File: src/rtl/water_level_ctrl_pkg.sv
// Shared types and constants for the water-level sequencer.
package water_pkg;

  localparam int NPROBE = 6;

  // Display code shown while an alarm is active or acknowledged.
  localparam logic [2:0] STATE_ALARM = 3'b111;

  typedef enum logic [1:0] {
    NORMAL = 2'd0,
    ALARM  = 2'd1,
    ACKED  = 2'd2
  } fsm_state_t;

  // Encoded probe reading; level is forced to 0 for invalid codes so that any
  // two invalid patterns compare equal in the hold filter.
  typedef struct packed {
    logic       valid;
    logic [2:0] level;
  } lvl_code_t;

  // Thermometer code 0..0 1..1 is valid exactly when code & (code+1) is zero.
  function automatic lvl_code_t thermo_encode(input logic [NPROBE-1:0] code);
    lvl_code_t        r;
    logic [NPROBE-1:0] plus1;
    plus1   = code + {{(NPROBE-1){1'b0}}, 1'b1};
    r.valid = ((code & plus1) == '0);
    r.level = '0;
    if (r.valid) begin
      for (int i = 0; i < NPROBE; i++) begin
        r.level = r.level + {2'b00, code[i]};
      end
    end
    return r;
  endfunction

endpackage

File: src/rtl/water_level_ctrl_debounce.sv
// Two-flop synchroniser followed by a consecutive-difference debounce counter.
module debounce
  import water_pkg::*;
#(
  parameter int DEB_CYCLES = 20
) (
  input  logic clk,
  input  logic rst_n,
  input  logic din,
  output logic dout
);

  localparam int CW = (DEB_CYCLES > 1) ? $clog2(DEB_CYCLES) : 1;
  localparam logic [CW-1:0] CNT_LAST = CW'(DEB_CYCLES - 1);

  logic          sync1_q, sync2_q;
  logic          dout_q, dout_d;
  logic [CW-1:0] cnt_q, cnt_d;

  // Bring the asynchronous input into the clk domain.
  always_ff @(posedge clk or negedge rst_n) begin
    if (!rst_n) begin
      sync1_q <= 1'b0;
      sync2_q <= 1'b0;
    end else begin
      sync1_q <= din;
      sync2_q <= sync1_q;
    end
  end

  // Count cycles the synced value disagrees with the output; follow on the last one.
  always_comb begin
    dout_d = dout_q;
    cnt_d  = '0;
    if (sync2_q != dout_q) begin
      if (cnt_q == CNT_LAST) begin
        dout_d = sync2_q;
      end else begin
        cnt_d = cnt_q + 1'b1;
      end
    end
  end

  // Debounce state registers.
  always_ff @(posedge clk or negedge rst_n) begin
    if (!rst_n) begin
      dout_q <= 1'b0;
      cnt_q  <= '0;
    end else begin
      dout_q <= dout_d;
      cnt_q  <= cnt_d;
    end
  end

  assign dout = dout_q;

endmodule

File: src/rtl/water_level_ctrl.sv
// Water-level sequencer: debounced probes, level hold filter and alarm FSM
// producing clean state/btn7 codes for the display block.
//
//  state  | meaning
//  NORMAL | display shows committed level; raise alarm when cond is true
//  ALARM  | alarm latched (display 111) until an acknowledge edge
//  ACKED  | acknowledged, display 111; return to NORMAL once cond clears
module water_level_ctrl
  import water_pkg::*;
#(
  parameter int DEB_CYCLES  = 20,
  parameter int HOLD_CYCLES = 50,
  parameter int ALARM_LEVEL = 6
) (
  input  logic              clk,
  input  logic              rst_n,
  input  logic [NPROBE-1:0] level_sw,
  input  logic              btn_ack,
  output logic [2:0]        state,
  output logic              btn7,
  output logic              alarm,
  output logic              fault,
  output logic [2:0]        level
);

  localparam int HW = (HOLD_CYCLES > 1) ? $clog2(HOLD_CYCLES) : 1;
  localparam logic [HW-1:0] HOLD_LAST = HW'(HOLD_CYCLES - 1);
  localparam logic [2:0]    ALARM_LVL = 3'(ALARM_LEVEL);

  logic [NPROBE-1:0] sw_db;
  logic              ack_db;

  for (genvar i = 0; i < NPROBE; i++) begin : g_sw_deb
    debounce #(.DEB_CYCLES(DEB_CYCLES)) u_deb (
      .clk   (clk),
      .rst_n (rst_n),
      .din   (level_sw[i]),
      .dout  (sw_db[i])
    );
  end

  debounce #(.DEB_CYCLES(DEB_CYCLES)) u_ack_deb (
    .clk   (clk),
    .rst_n (rst_n),
    .din   (btn_ack),
    .dout  (ack_db)
  );

  lvl_code_t enc;
  lvl_code_t cand_q, cand_d;
  lvl_code_t commit_q, commit_d;
  logic [HW-1:0] hold_cnt_q, hold_cnt_d;

  assign enc = thermo_encode(sw_db);

  // Hold filter: a new code must stay unchanged for the full hold time before commit.
  always_comb begin
    cand_d     = cand_q;
    hold_cnt_d = hold_cnt_q;
    commit_d   = commit_q;
    if (enc != cand_q) begin
      cand_d     = enc;
      hold_cnt_d = '0;
    end else if (hold_cnt_q == HOLD_LAST) begin
      commit_d = cand_q;
    end else begin
      hold_cnt_d = hold_cnt_q + 1'b1;
    end
  end

  // Hold filter registers; reset commits "valid, level 0".
  always_ff @(posedge clk or negedge rst_n) begin
    if (!rst_n) begin
      cand_q     <= '{valid: 1'b1, level: 3'd0};
      commit_q   <= '{valid: 1'b1, level: 3'd0};
      hold_cnt_q <= '0;
    end else begin
      cand_q     <= cand_d;
      commit_q   <= commit_d;
      hold_cnt_q <= hold_cnt_d;
    end
  end

  logic cond;
  logic ack_prev_q;
  logic ack_edge;

  assign cond     = ~commit_q.valid | (commit_q.level >= ALARM_LVL);
  assign ack_edge = ack_db & ~ack_prev_q;

  // Remember the previous debounced acknowledge for rising-edge detection.
  always_ff @(posedge clk or negedge rst_n) begin
    if (!rst_n) begin
      ack_prev_q <= 1'b0;
    end else begin
      ack_prev_q <= ack_db;
    end
  end

  fsm_state_t fsm_q, fsm_d;
  logic [2:0] state_q, state_d;
  logic       btn7_q, btn7_d;
  logic       alarm_q, alarm_d;

  // Alarm FSM next state; outputs are derived from the next state so they are registered.
  always_comb begin
    fsm_d  = fsm_q;
    btn7_d = 1'b0;
    case (fsm_q)
      NORMAL: if (cond) fsm_d = ALARM;
      ALARM: begin
        if (ack_edge) begin
          fsm_d  = ACKED;
          btn7_d = 1'b1;
        end
      end
      ACKED:  if (!cond) fsm_d = NORMAL;
      default: fsm_d = NORMAL;
    endcase
    alarm_d = (fsm_d == ALARM);
    state_d = (fsm_d == NORMAL) ? commit_q.level : STATE_ALARM;
  end

  // FSM state and display-facing output registers.
  always_ff @(posedge clk or negedge rst_n) begin
    if (!rst_n) begin
      fsm_q   <= NORMAL;
      state_q <= 3'd0;
      btn7_q  <= 1'b0;
      alarm_q <= 1'b0;
    end else begin
      fsm_q   <= fsm_d;
      state_q <= state_d;
      btn7_q  <= btn7_d;
      alarm_q <= alarm_d;
    end
  end

  assign state = state_q;
  assign btn7  = btn7_q;
  assign alarm = alarm_q;
  assign fault = ~commit_q.valid;
  assign level = commit_q.level;

endmodule

File: config.mk
export PLATFORM = sky130hd
export DESIGN_NAME = water_level_ctrl
export DESIGN_NICKNAME = d
export VERILOG_FILES = /design/src/rtl/water_level_ctrl_pkg.sv /design/src/rtl/water_level_ctrl_debounce.sv /design/src/rtl/water_level_ctrl.sv
export SDC_FILE = /design/constraint.sdc
export NUM_CORES = 1
export LEC_CHECK = 0
export ABC_CLOCK_PERIOD_IN_PS = 3900
export CORE_ASPECT_RATIO = 2
export CORE_MARGIN = 1
export CORE_UTILIZATION = 59
export DETAILED_ROUTE_END_ITERATION = 10
export GPL_TIMING_DRIVEN = 0
export HOLD_SLACK_MARGIN = 0.02
export PLACE_DENSITY = 0.82
export REMOVE_ABC_BUFFERS = 1
export SYNTH_ARGS = -nofsm -noshare
export SYNTH_HDL_FRONTEND = slang
export SYNTH_SLANG_ARGS = --single-unit
File: constraint.sdc
create_clock -name clk -period 3.9 [get_ports clk]
set_input_delay 0.78 -clock clk [delete_from_list [all_inputs] [get_ports clk]]
set_output_delay 0.78 -clock clk [all_outputs]
set_load 0.1 [all_outputs]
==> results of run 1 <==
-- synthesized netlist by cell type, types with 2 or more instances --
cell type,number
a22oi_1,5
xor2_1,9
nor2_1,36
nand3_1,15
dfstp_2,2
mux2_2,6
and3_1,4
nor2b_1,5
and2_1,3
o21ai_0,13
a21oi_1,2
inv_2,6
nor3b_1,6
mux2_1,4
nor3_1,6
mux2_4,4
nand3b_1,2
nand2b_1,2
buf_4,3
or2_1,2
inv_1,9
ha_1,12
nand2_1,23
xnor2_1,15
fa_1,3
dfrtp_1,76
-- final cells by class --
type / count / area share, %
Sequential cell: 78 / 51.4
Multi-Input combinational cell: 191 / 35.6
Timing Repair Buffer: 18 / 5.14
Clock buffer: 14 / 4.28
Tap cell: 60 / 1.98
Inverter: 15 / 1.48
Clock inverter: 1 / 0.132
-- cells in the final DEF (no fill, tap or decap), drive strengths merged --
master,n
o21ai,13
nand3b,3
nand2,24
o311ai,1
o211ai,1
and3,4
dfstp,2
clkdlybuf4s50,16
xor2,9
nand4,1
nand2b,2
mux2,14
o21bai,1
a2111oi,1
nand3,15
buf,2
nand4bb,1
nor3b,6
a22o,1
clkinv,1
and2,4
o22ai,1
xnor2,15
nor2,36
dfrtp,76
a22oi,5
fa,3
and2b,2
clkbuf,14
nor2b,5
ha,12
or2,2
a21oi,2
a211oi,1
inv,15
nor3,6
-- power by group --
group,internal [mW],switching (mW)
sequential,0.873,0.0557
clock,0.262,0.255
combinational,0.0861,0.111
-- stage by stage --
| stage | setup slack [ns] | hold slack (ns) | setup TNS [ns] |
|---|---|---|---|
| final | 0.504 | 0.320 | 0 |
| after global routing | 0.322 | 0.323 | 0 |
| after CTS | 0.491 | 0.306 | 0 |
| after detailed placement | 0.483 | 0.339 | 0 |
| after global placement | -0.514 | 0.332 | -38.61 |
| after floorplan | 0.677 | 0.331 | 0 |
-- worst max-delay path by stage --
stage                                       start                                    to  cells past startpoint  slack [ns]
2_1_floorplan  g_sw_deb[0].u_deb.dout$_DFFE_PN0P_                  level[1]$_DFFE_PN0P_                     12        0.68
3_3_place_gp                                rst_n  g_sw_deb[4].u_deb.cnt_q[3]$_DFF_PN0_                      1       -0.51
3_5_place_dp   g_sw_deb[0].u_deb.dout$_DFFE_PN0P_                  level[0]$_DFFE_PN0P_                     12        0.48
4_1_cts        g_sw_deb[0].u_deb.dout$_DFFE_PN0P_                  level[1]$_DFFE_PN0P_                     12        0.49
5_1_grt        g_sw_deb[0].u_deb.dout$_DFFE_PN0P_                  level[2]$_DFFE_PN0P_                     12        0.32
6_report       g_sw_deb[0].u_deb.dout$_DFFE_PN0P_                  level[0]$_DFFE_PN0P_                     12        0.50
-- per-layer routing --
metal  share of wire [%]  vias up  GRT usage (%)  wire length [µm]
met2                  54       25           35.5              2700
li1                    -     1018              -                 -
met3                 3.2       10           5.69               162
met4                 2.7        0           11.1               135
met1                  40     1018           20.9              2020
met5                   0        -              0                 0
-- flip-flops by register name, summed over array words and instances, names as in the netlist, 2 cells and up --
signal,flops
u_ack_deb.cnt_q,5
cand_q,4
g_sw_deb.u_deb.sync2_q,6
hold_cnt_q,6
g_sw_deb.u_deb.sync1_q,6
state,3
g_sw_deb.u_deb.dout,6
level,3
fsm_q,2
g_sw_deb.u_deb.cnt_q,30
-- critical path: cells and delay by family (launching register included) --
family / cells / cell delay [ns]
DFF: 1 / 0.45
xor gates and xnor gates: 1 / 0.16
AOI/OAI and AO/OA: 2 / 0.37
adders and majority gates: 4 / 1.71
muxes: 1 / 0.30
and+or+nand+nor: 2 / 0.20
buffers and inverters: 2 / 0.09
-- logic make-up (layout without fill, tap and decap cells) --
group	after synthesis	in the layout	share of synthesized area, %
AO/OA/AOI/OAI	27	27	5.99
XOR/XNOR	24	24	6.21
adder cells (fa/ha/maj)	15	15	6.21
buffers and inverters	18	48	2.33
flip-flops	78	78	57.7
multiplexers	14	14	5.10
AND/OR/NAND/NOR	111	111	16.4
==> out/metrics.yaml, run 1 <==
sta:
  min_period_over_period_pct: 87.1
  max_freq_mhz: 294
  worst_pin_slew_ns: 0.963
  finalMaxSlewViolations: 0
  finalCriticalPeriod_ns: 3.40
  hold_viol_final: 0
  finalSetupViolations: 0
  clock_skew_ns: 0.00297
  slew_headroom_pct: 35.6
  rsz0062_at_grt: "no"
place:
  hpwl_um: 3650
  place_area_mm2: 0.00363
  port_buffers: 17
  gp_congestion: 0.764
  place_inst: 362
clock_tree:
  cts_buffer_depth: 2
  post_cts_buffers: 0
  clock-sinks: 78
  cts_hold_buf: 0
  numCtsBuffers: 9
  ctsResizeCount: 0
  cts_max_level: 3
  cts_root_buffer: "clkbuf_8"
  clk_pin_slew_ns: 0.07
  cts_tree: "built"
  clkLatencyLatePin_ns: 0.34
power:
  power_mw: 1.64
  powerDensity_mw_per_mm2: 432
  leakage_nw: 1.75
  worst_ir_drop_vdd_v: 0.000368
logic_synthesis:
  synth_edf_count: 0
  netlist_area_mm2: 0.00338
  synth_cells: 287
  ys_warn_count: 0
  ys_seq_elements: 78
  avgSynthCellArea_um2: 11.8
  synthTopCellsByArea: "dfrtp_1 56%, ha_1 4.4%, nor2_1 4.0%, xnor2_1 3.9%, nand2_1 2.6%"
  yosysTopAreaCell: "dfrtp_1"
  synth_top_area_share_pct: 56.2
  yosysUniqueCellTypes: 40
  synth_ff_type: "dfrtp_1"
  postSynth.asyncResetShare_pct: 100
  yosysSeqAreaShare_pct: 57.7
floorplan:
  die_height_um: 109
  row_count: 38
  start_util_pct: 61.9
  ios: 18
  die_width_um: 55.6
  core_area_mm2: 0.00547
  die_area_mm2: 0.00606
global_route:
  grt_pass1_wl_um: 9190
  grt_pass1_vias: 2160
  grt-ovfl-total: 0
  antenna_found_initial: 0
  track_usage_pct: 19.9
  grt_start_max_net_pins: 58
final_layout:
  fin_area_mm2: 0.00380
  finish.utilization_pct: 69.5
  nets: 337
  fillers: 406
  area_delta_synth_final_pct: 12.3
  stdcell_count: 377
  diodes: 0
  drive_gt1_share_pct: 12.3
  ff_latch_area_mm2: 0.00195
  multiInputGateArea_mm2: 0.00135
setup_path:
  max_stage_delay_ns: 0.55
  rr_endpoint: "level[0]$_DFFE_PN0P_"
  timing.rr.start: "g_sw_deb[0].u_deb.dout$_DFFE_PN0P_"
  endpoint_kind: "register"
  critical_path_class: "register to register"
  critPathArrivalTime_ns: 3.63
  crit_slowest_cell: "fa_1"
  ff2ff_path_depth: 12
  cp.required_ns: 4.13
  crit_top_cell: "fa_1"
  cp-start-kind: "register"
  crit_chain: "fa_1 -> inv_1 -> fa_1 -> inv_1 -> ha_1 -> fa_1 -> xnor2_1 -> nand3_1 -> o21ai_0 -> a22o_4 -> nand3b_4 -> mux2_4"
  reg2reg_setup_slack_ns: 0.50
  crit_fanout: 5
detailed_routing:
  drt_wl_total_um: 5020
  drtIter0Drc: 61
  drc: 0
  routed_via_density: 5.49
  num_vias: 2071
  antenna_left: 0
  dr.pass1.iters: 4
  post_drt_wl_per_cell_um: 13.3
run_status:
  status: "completed"
run:
  drv_cap: 0
min_path:
  hold_path.class: "input pin to async pin"
Note: power is estimated with default switching activity, not from simulation.
==> run 2: changes to the inputs <==
--- a/config.mk
+++ b/config.mk
@@ -14,6 +14,7 @@
 export HOLD_SLACK_MARGIN = 0.02
 export PLACE_DENSITY = 0.82
 export REMOVE_ABC_BUFFERS = 1
+export SKIP_CTS_REPAIR_TIMING = 1
 export SYNTH_ARGS = -nofsm -noshare
 export SYNTH_HDL_FRONTEND = slang
 export SYNTH_SLANG_ARGS = --single-unit
==> results of run 2 <==
Final layout, timing and power as in run 1 (identical DEF).
